$ cat src/rtl/i2s_codec_responder_if.sv
// Serial audio link between a link master and the codec-side responder,
// plus the parallel word ports on the responder's system side.
interface i2s_codec_responder_if #(
  parameter int N = 24
);
  logic         BCLK;
  logic         LRCLK;
  logic         DAC_SDATA;
  logic [N-1:0] AdcLeftData;
  logic [N-1:0] AdcRightData;
  logic         ADC_SDATA;
  logic [N-1:0] DacLeftData;
  logic [N-1:0] DacRightData;
  logic         DacFrameValid;
  logic         AdcLoad;
  logic         FrameErr;

  modport master (
    output BCLK, LRCLK, DAC_SDATA, AdcLeftData, AdcRightData,
    input  ADC_SDATA, DacLeftData, DacRightData, DacFrameValid, AdcLoad, FrameErr
  );

  modport slave (
    input  BCLK, LRCLK, DAC_SDATA, AdcLeftData, AdcRightData,
    output ADC_SDATA, DacLeftData, DacRightData, DacFrameValid, AdcLoad, FrameErr
  );
endinterface

$ cat src/rtl/i2s_codec_responder.sv
// Codec-side endpoint of the serial audio link: deserializes DAC words from
// the master and serializes captured ADC words back, all in the clk domain.
module i2s_codec_responder #(
  parameter int N        = 24,
  parameter int SLOTS    = 32,
  parameter int MSB_SLOT = 1
) (
  input logic                  clk,
  input logic                  reset,
  i2s_codec_responder_if.slave bus
);
  localparam logic [5:0] FIRST_S = 6'(MSB_SLOT);
  localparam logic [5:0] LAST_S  = 6'(MSB_SLOT + N - 1);
  localparam logic [6:0] SLOTS_S = 7'(SLOTS);

  typedef enum logic {ST_UNLOCKED, ST_LOCKED} state_t;

  state_t       r_state, w_state_nxt;
  logic         r_primed, r_bclk, r_lrclk;
  logic [5:0]   r_slot, w_slot_nxt;
  logic [N-1:0] r_rx, r_tx, r_hold_r, r_dac_l, r_dac_r, w_tx_src;
  logic         r_done, r_left_ok, r_wr_pend, r_wr_right;
  logic         r_adc, r_fv, r_load, r_ferr;
  logic         w_rise, w_fall, w_lr_edge, w_locked, w_rx_slot, w_tx_slot;

  function automatic logic in_data(input logic [5:0] s);
    return (s >= FIRST_S) && (s <= LAST_S) && ({1'b0, s} < SLOTS_S);
  endfunction

  // r_primed keeps a pin level present at reset release from posing as an edge
  assign w_rise    = r_primed & bus.BCLK & ~r_bclk;
  assign w_fall    = r_primed & ~bus.BCLK & r_bclk;
  assign w_lr_edge = w_fall & (bus.LRCLK ^ r_lrclk);
  assign w_locked  = (r_state == ST_LOCKED);

  always_comb begin
    w_state_nxt = r_state;
    if (w_lr_edge) w_state_nxt = ST_LOCKED;
  end

  always_comb begin
    w_slot_nxt = (r_slot == 6'd63) ? r_slot : r_slot + 6'd1;
    if (w_lr_edge) w_slot_nxt = '0;
  end

  assign w_rx_slot = w_locked && in_data(r_slot);
  assign w_tx_slot = (w_locked || w_lr_edge) && in_data(w_slot_nxt);

  // Left word goes straight from the port into the shifter at its capture edge
  always_comb begin
    w_tx_src = r_tx;
    if (w_lr_edge) w_tx_src = bus.LRCLK ? r_hold_r : bus.AdcLeftData;
  end

  always_ff @(posedge clk or posedge reset) begin
    if (reset) begin
      r_state    <= ST_UNLOCKED;
      r_primed   <= 1'b0;
      r_bclk     <= 1'b0;
      r_lrclk    <= 1'b0;
      r_slot     <= '0;
      r_rx       <= '0;
      r_tx       <= '0;
      r_hold_r   <= '0;
      r_dac_l    <= '0;
      r_dac_r    <= '0;
      r_done     <= 1'b0;
      r_left_ok  <= 1'b0;
      r_wr_pend  <= 1'b0;
      r_wr_right <= 1'b0;
      r_adc      <= 1'b0;
      r_fv       <= 1'b0;
      r_load     <= 1'b0;
      r_ferr     <= 1'b0;
    end else begin
      r_primed  <= 1'b1;
      r_bclk    <= bus.BCLK;
      r_lrclk   <= bus.LRCLK;
      r_state   <= w_state_nxt;
      r_fv      <= 1'b0;
      r_load    <= 1'b0;
      r_ferr    <= 1'b0;
      r_wr_pend <= 1'b0;

      if (w_fall) begin
        r_slot <= w_slot_nxt;
        if (w_tx_slot) begin
          r_adc <= w_tx_src[N-1];
          r_tx  <= {w_tx_src[N-2:0], 1'b0};
        end else begin
          r_adc <= 1'b0;
          r_tx  <= w_tx_src;
        end
      end

      // A half-frame ending before its word completed is a short half-frame
      if (w_lr_edge) begin
        r_done <= 1'b0;
        r_rx   <= '0;
        if (w_locked && !r_done) begin
          r_ferr    <= 1'b1;
          r_left_ok <= 1'b0;
        end
        if (!bus.LRCLK) begin
          r_hold_r <= bus.AdcRightData;
          r_load   <= 1'b1;
        end
      end

      if (w_rise && w_rx_slot) begin
        r_rx <= {r_rx[N-2:0], bus.DAC_SDATA};
        if (r_slot == LAST_S) begin
          r_wr_pend  <= 1'b1;
          r_wr_right <= r_lrclk;
          r_done     <= 1'b1;
        end
      end

      if (r_wr_pend) begin
        if (r_wr_right) begin
          r_dac_r   <= r_rx;
          r_fv      <= r_left_ok;
          r_left_ok <= 1'b0;
        end else begin
          r_dac_l   <= r_rx;
          r_left_ok <= 1'b1;
        end
      end
    end
  end

  assign bus.ADC_SDATA     = r_adc;
  assign bus.DacLeftData   = r_dac_l;
  assign bus.DacRightData  = r_dac_r;
  assign bus.DacFrameValid = r_fv;
  assign bus.AdcLoad       = r_load;
  assign bus.FrameErr      = r_ferr;
endmodule

$ cat src/flat_wrapper.sv
// flat-port wrapper written by rule: the top's interface ports become plain ports
module i2s_codec_responder_flat 
#(
  parameter int N        = 24,
  parameter int SLOTS    = 32,
  parameter int MSB_SLOT = 1
)
  (clk, reset, bus_BCLK, bus_LRCLK, bus_DAC_SDATA, bus_AdcLeftData, bus_AdcRightData, bus_ADC_SDATA, bus_DacLeftData, bus_DacRightData, bus_DacFrameValid, bus_AdcLoad, bus_FrameErr);
  i2s_codec_responder_if #(.N(N)) bus_i ();
  input logic clk;
  input logic reset;
  input wire logic [$bits(bus_i.BCLK)-1:0] bus_BCLK;
  input wire logic [$bits(bus_i.LRCLK)-1:0] bus_LRCLK;
  input wire logic [$bits(bus_i.DAC_SDATA)-1:0] bus_DAC_SDATA;
  input wire logic [$bits(bus_i.AdcLeftData)-1:0] bus_AdcLeftData;
  input wire logic [$bits(bus_i.AdcRightData)-1:0] bus_AdcRightData;
  output wire logic [$bits(bus_i.ADC_SDATA)-1:0] bus_ADC_SDATA;
  output wire logic [$bits(bus_i.DacLeftData)-1:0] bus_DacLeftData;
  output wire logic [$bits(bus_i.DacRightData)-1:0] bus_DacRightData;
  output wire logic [$bits(bus_i.DacFrameValid)-1:0] bus_DacFrameValid;
  output wire logic [$bits(bus_i.AdcLoad)-1:0] bus_AdcLoad;
  output wire logic [$bits(bus_i.FrameErr)-1:0] bus_FrameErr;
  assign bus_i.BCLK = bus_BCLK;
  assign bus_i.LRCLK = bus_LRCLK;
  assign bus_i.DAC_SDATA = bus_DAC_SDATA;
  assign bus_i.AdcLeftData = bus_AdcLeftData;
  assign bus_i.AdcRightData = bus_AdcRightData;
  assign bus_ADC_SDATA = bus_i.ADC_SDATA;
  assign bus_DacLeftData = bus_i.DacLeftData;
  assign bus_DacRightData = bus_i.DacRightData;
  assign bus_DacFrameValid = bus_i.DacFrameValid;
  assign bus_AdcLoad = bus_i.AdcLoad;
  assign bus_FrameErr = bus_i.FrameErr;
  i2s_codec_responder #(.N(N), .SLOTS(SLOTS), .MSB_SLOT(MSB_SLOT)) u_core (.clk(clk), .reset(reset), .bus(bus_i));
endmodule
$ cat config.mk
export PLATFORM = sky130hd
export DESIGN_NAME = i2s_codec_responder_flat
export DESIGN_NICKNAME = d
export VERILOG_FILES = /design/src/rtl/i2s_codec_responder_if.sv /design/src/rtl/i2s_codec_responder.sv /design/src/flat_wrapper.sv
export SDC_FILE = /design/constraint.sdc
export NUM_CORES = 1
export LEC_CHECK = 0
export BUFFER_PORTS_ARGS = -buffer_cell sky130_fd_sc_hd__buf_2
export CORE_UTILIZATION = 50
export DETAILED_ROUTE_END_ITERATION = 8
export GPL_TIMING_DRIVEN = 0
export PLACE_DENSITY = 0.75
export SYNTH_ARGS = -nofsm -noshare
export SYNTH_HDL_FRONTEND = slang
export SYNTH_SLANG_ARGS = --single-unit
$ cat constraint.sdc
create_clock -name clk -period 5.7 [get_ports clk]
set_clock_uncertainty 0.1 [all_clocks]
set_input_delay 0.57 -clock clk [delete_from_list [all_inputs] [get_ports clk]]
set_output_delay 0.57 -clock clk [all_outputs]
set_load 0.02 [all_outputs]
---- Yosys cells after proc, flatten, opt, wreduce, memory -nomap -nowiden ----
Index checks and enable logic that the tools add are counted.
storage, ports and cells
  input port bits ......................... 53
  word-level logic and storage cells ...... 78
  output and inout port bits .............. 52
  register bits ........................... 138
operators by class
  add/subtract/negate cells ............... 1
  eq/ne operators ......................... 2
  reduce and logical (&&, ||, !) cells .... 18
  mux-type cells .......................... 23
  bitwise operators ....................... 10
  $lt $le $gt $ge ......................... 6
operators by type and width
  kind                                                                               number
  24-bit 2-to-1 mux                                                                  5
  1-bit 2-to-1 mux                                                                   16
  6-bit by 1-bit >= comparator with 1-bit output (second input constant)             2
  6-bit by 5-bit less-or-equal comparator with 1-bit output (second input constant)  2
  6-bit < comparator (second input constant)                                         2
  6-bit 2-to-1 mux                                                                   2
  2-bit AND reduction                                                                5
  1-bit logical AND                                                                  8
  6-bit by 1-bit adder with 6-bit output (second input constant)                     1
  6-bit by 5-bit == test with 1-bit output (second input constant)                   1
  6-bit == test (second input constant)                                              1
  2-bit nonzero test                                                                 3
  1-bit AND                                                                          5
  1-bit inverter                                                                     4
  1-bit logical NOT                                                                  1
  1-bit logical OR                                                                   1
  1-bit XOR                                                                          1

---- Logic depth before layout (Yosys ltp) ----
  depth after elaboration ................. 10
  depth in mapped cells ................... 9
  mapped depth without buffers ............ 7

---- Worst setup path after synthesis ----
Ideal clock, no wire load.
  path type ............................... register to register
  from .................................... register u_core.r_slot[0]
  to ...................................... register u_core.r_tx[1]
  cell stages (with the launch flop) ...... 9
  setup slack ............................. 3,351 ps
  period minus slack after synthesis ...... 2,349 ps
  setup time .............................. 125 ps
  arrival time ............................ 2,124 ps
  data required time ...................... 5,475 ps
  buffers on the path ..................... 2
  cell sequence ........................... dfrtp_1 ha_1 buf_6 and2_4 a21o_1 and4_1 o2111ai_4 buf_6 mux2_4
between the ends
  word-level cells in the longest chain between the ends .. 8
  elaborated cells on any way between the ends .. 11
  classes of those cells .................. add/sub: 1; order compare: 3; eq/ne: 1; mux: 3; reduce/logical: 3
RTL lines
  item                                                                                                                                RTL line                   RTL
  start: declaration                                                                                                                  i2s_codec_responder.sv:20  logic [5:0] r_slot, w_slot_nxt;
  start signal: assignment                                                                                                            i2s_codec_responder.sv:86  r_slot <= w_slot_nxt;
  6-bit by 1-bit adder with 6-bit output / 6-bit == test (equally long branches)                                                      i2s_codec_responder.sv:42  w_slot_nxt = (r_slot == 6'd63) ? r_slot : r_slot + 6'd1;
  6-bit 2-to-1 mux *                                                                                                                  i2s_codec_responder.sv:42
  6-bit 2-to-1 mux *                                                                                                                  i2s_codec_responder.sv:43  if (w_lr_edge) w_slot_nxt = '0;
  6-bit by 1-bit >= comparator with 1-bit output / 6-bit by 5-bit less-or-equal comparator with 1-bit output (equally long branches)  i2s_codec_responder.sv:27  return (s >= FIRST_S) && (s <= LAST_S) && ({1'b0, s} < SLOTS_S);
  1-bit logical AND                                                                                                                   i2s_codec_responder.sv:27
  1-bit logical AND *                                                                                                                 i2s_codec_responder.sv:27
  1-bit logical AND *                                                                                                                 i2s_codec_responder.sv:47  assign w_tx_slot = (w_locked || w_lr_edge) && in_data(w_slot_nxt);
  24-bit 2-to-1 mux *                                                                                                                 i2s_codec_responder.sv:87  if (w_tx_slot) begin
  end signal: assignment                                                                                                              i2s_codec_responder.sv:89  r_tx <= {w_tx_src[N-2:0], 1'b0};
  end signal: assignment                                                                                                              i2s_codec_responder.sv:92  r_tx <= w_tx_src;
  end: declaration                                                                                                                    i2s_codec_responder.sv:21  logic [N-1:0] r_rx, r_tx, r_hold_r, r_dac_l, r_dac_r, w_tx_src;
Mark *: on every way between the ends. The rest lies on a longest branch, timed or not.
A chain may end at the register's enable or synchronous reset.

---- Worst setup path after layout ----
  from .................................... register u_core.r_slot[0]
  to ...................................... register u_core.r_tx[14]
The elaborated chain is that of the path after synthesis.

==> results list <==
- The initial antenna violation count came to 0.
- Fraction of layout instances using a drive strength above 1: about a third
* Setup Fix Bufs, Post-CTS: 0
- Area of the die: 13300 µm²
- The signal on the critical path passes through ha_1, buf_6, and2_4, a21o_1, and4_1, o2111ai_4, buf_6, mux2_4.
- Maximum VDD drop: between 0.2 and 0.25 mV
- RSZ-0062 raised after global routing: false
- Core occupancy in the finished layout: between 60% and 70%
- Via count: ~4.8k
- The synthesized design contains between 100 and 150 register bits.
- Tightest hold margin: between 0.1 and 0.15 ns
- First-iteration detailed-routing DRC count: 332
- In the final routed layout, each cell accounts on average for between 15 and 20 µm.
- Critical path arrival: 2.77 ns
- Largest stage delay on the critical path: ~0.46 ns
- Based on the critical path, the design can be clocked at up to 390 MHz.
* Synthesized net count: 650
- Area fraction of the dominant cell type after synthesis: about 54%
- The run finished with clean final reports.
- Category of the worst setup path capture point: register
* Slew at the pin closest to its max-slew limit: ~0.75 ns
- Kind of start point of the critical path: register
- Most common cell after layout, fill and taps aside: sky130_fd_sc_hd__dfrtp_1
- Cell area after technology mapping: around 6400 µm²
- Counting along the longest clock path gives a buffer depth of 2.
- Number of H-tree levels: 4
* Kind of critical path: reg2reg
- Fill cells: between 900 and 1k
* Final layout net count: 774
* Count of hold-fix buffers inserted at cts: 0
- The detailed router used layers up to and including met4.
- Buffers inserted during clock tree synthesis total 17.
- In this run the worst path has a maximum fanout of 10.
- Number of synthesized flops with an enable pin: 0
* Worst slew margin: 48.9%
- The final critical path takes up approximately 45% of the cycle.
- Wire segments on met3 add up to ~660 µm in the final route.
* Gr ovfl total: 0
- Setup violations remaining at the end of the flow were counted as 0.
- Summing all multi-input logic gate instances after layout gives ~2700 µm².
* Synth unique cells: 46
- In the synthesized netlist the dominant register cell turns out to be sky130_fd_sc_hd__dfrtp_1.
- Summing all flip-flop and latch instances after layout gives roughly 3500 µm².
- TritonCTS built the clock tree.
- Of all flip-flops after synthesis, the portion carrying an async set or reset was 100%.
- Most frequent cells in the layout: 138 x sky130_fd_sc_hd__dfrtp_1, 114 x sky130_fd_sc_hd__buf_2, 57 x sky130_fd_sc_hd__nand2_1, 56 x sky130_fd_sc_hd__mux2_2, 54 x sky130_fd_sc_hd__nor2_1
* DRC violation count after routing: 0
- Synthesis produced slightly below 600 cells.
* Clk slew on worst S/H paths: 0.06 ns
- Die width: around 120 µm
* Global-route total usage across every layer: roughly a quarter
- Largest net degree at the start of global routing: 81
- Number of inserted diodes: 0
- Final weighted congestion in routability-driven placement: a little over 0.8
* Number of maximum-capacitance constraint violations: 0
* Fin crit period: between 2 and 3 ns
- Power spread over the standard cell area amounts to approximately 370 nW/µm².
- M1 WL: around 6.5 mm
- Growth of design area from synthesis to finish: 21.2%
- After detailed routing, the number of vias per cell comes to between 5 and 6.
- The analysis attributes to cell leakage a power of about 3.7 nW.
- The die is around 120 µm tall.
- The number of hold-slack violations in the final timing report was 0.
- The clock drives 138 sinks.
- For the worst-skew pair, the clock arrives at the later sink with an insertion delay of between 0.4 and 0.5 ns.
- The design draws 0.00287 W.
- DR WL met2: roughly 6.6 mm
* Most frequent cell on the critical path: sky130_fd_sc_hd__buf_6
- Most area-hungry cell type in the Yosys netlist: sky130_fd_sc_hd__dfrtp_1
- Slowest library cell on the worst path: sky130_fd_sc_hd__dfrtp_1
- Top-level port count: between 100 and 150
- The tightest min-delay check is of the in2async type.
* Final WL: between 10 and 15 mm
- The initial utilization of the core area, before any placement, comes to 52.3%.
- The tree is rooted in a sky130_fd_sc_hd__clkbuf_16.
- Post-route antenna net violation count: 0
- Placeable core area: between 10000 and 15000 µm²
- Vias in the first global route: slightly below 5k
* Post-CTS Resized: 0
- After floorplanning, the core was divided into 40 placement rows.
- HPWL after detailed placement: roughly 9.7 mm
- Share of the yosys chip area belonging to registers: a little over half
- The first detailed-routing pass took 5 iterations.
* Required time at the worst-slack endpoint: 5.90 ns
* Yosys warning count: 0
- Count of buffers from port buffering: around 100
- A synthesized cell averages roughly 11 µm².
* Count of pins over their slew limit: 0
* First-pass GRT wire length: between 20 and 25 mm
* Largest cells by area after synthesis: sky130_fd_sc_hd__dfrtp_1 54%, sky130_fd_sc_hd__mux2_2 9.8%, sky130_fd_sc_hd__mux2_4 4.2%, sky130_fd_sc_hd__o21ai_0 3.9%, sky130_fd_sc_hd__nand2_1 3.3%
stage by stage:
| stage | worst slack (ns) | std cells | TNS (ns) | cell area (µm²) |
|---|---|---|---|---|
| final | 3.14 | 898 | 0 | 7770 |
| after global routing | 2.98 | 898 | 0 | 7770 |
| after CTS | 3.13 | 898 | 0 | 7770 |
| after detailed placement | 2.98 | 866 | 0 | 7170 |
| after global placement | -0.0737 | 865 | -9.13 | 7140 |
| after floorplan | 1.33 | 593 | 0 | 6410 |
layout make-up:
class                   instances  area share (%)
repair buffers                105            7.05
clock inverters                12            1.82
well taps                     168            2.71
inverters                      27            1.37
multi-input cells             386            34.2
clock buffers                  20            5.88
flip-flops and latches        138            44.5
plain buffers                  42            2.53
registers in the layout, indices dropped and copies added (netlist names), 6 cells and up:
register / count
u_core.bus.DacLeftData: 24
u_core.r_tx: 24
u_core.bus.DacRightData: 24
u_core.r_rx: 24
u_core.r_hold_r: 24
u_core.r_slot: 6
cell usage after synthesis, drive strengths merged, types with 2 or more instances:
| master | instances |
|---|---|
| dfrtp | 138 |
| mux2 | 74 |
| nand2 | 57 |
| nor2 | 55 |
| o21ai | 51 |
| nand3 | 28 |
| clkbuf | 27 |
| inv | 27 |
| o31ai | 24 |
| nor2b | 23 |
| a2111oi | 22 |
| buf | 15 |
| a21oi | 9 |
| and2 | 4 |
| ha | 4 |
| nor3b | 4 |
| a21o | 3 |
| nand4b | 3 |
| and3 | 2 |
| and4 | 2 |
| mux2i | 2 |
| nand4 | 2 |
| o211ai | 2 |
worst max-delay path: cells and delay by family (launching register included):
kind	cells	cell delay, ns
AOI/OAI and AO/OA	2	0.54
adders and majority gates	1	0.25
buffers and inverters	2	0.38
DFF	1	0.46
muxes	1	0.32
and+or+nand+nor	2	0.39
routing by layer:
layer  vias up  GRT usage [%]
li1       2324              -
met1      2335           31.5
met2       146           37.5
met3        22           5.01
met4         0           9.96
met5         -              0
worst paths after layout:
kind                       cells past startpoint                                       to  slack, ns                                    start
setup / recovery                               8              u_core.r_tx[14]$_DFFE_PP0P_       3.14             u_core.r_slot[0]$_DFFE_PP0P_
hold / removal                                 2             u_core.bus.AdcLoad$_DFF_PP0_       0.11                                    reset
setup reg to reg                               8              u_core.r_tx[14]$_DFFE_PP0P_       3.14             u_core.r_slot[0]$_DFFE_PP0P_
hold reg to reg                                2  u_core.bus.DacRightData[15]$_DFFE_PP0P_       0.37  u_core.bus.DacRightData[15]$_DFFE_PP0P_
max in group asynchronous                      3                  u_core.r_bclk$_DFF_PP0_       4.63                                    reset
min in group clk                               1                  u_core.r_bclk$_DFF_PP0_       0.19                                 bus_BCLK
where the power goes:
group	switching [W]	internal, W
combinational	0.000262	0.000303
clock	0.000431	0.000672
sequential	0.0000824	0.00112
total	0.000776	0.00209
cells by family after synthesis:
logic type,Yosys count,synth area share (%)
xor+xnor,2,0.273
buf+inv,69,4.65
other cells,1,0.0585
fa+ha+maj,4,0.781
simple gates,184,13.5
flops,138,53.9
compound gates,119,12.5
mux,76,14.4
No activity file was read; power rests on OpenSTA's default activity.
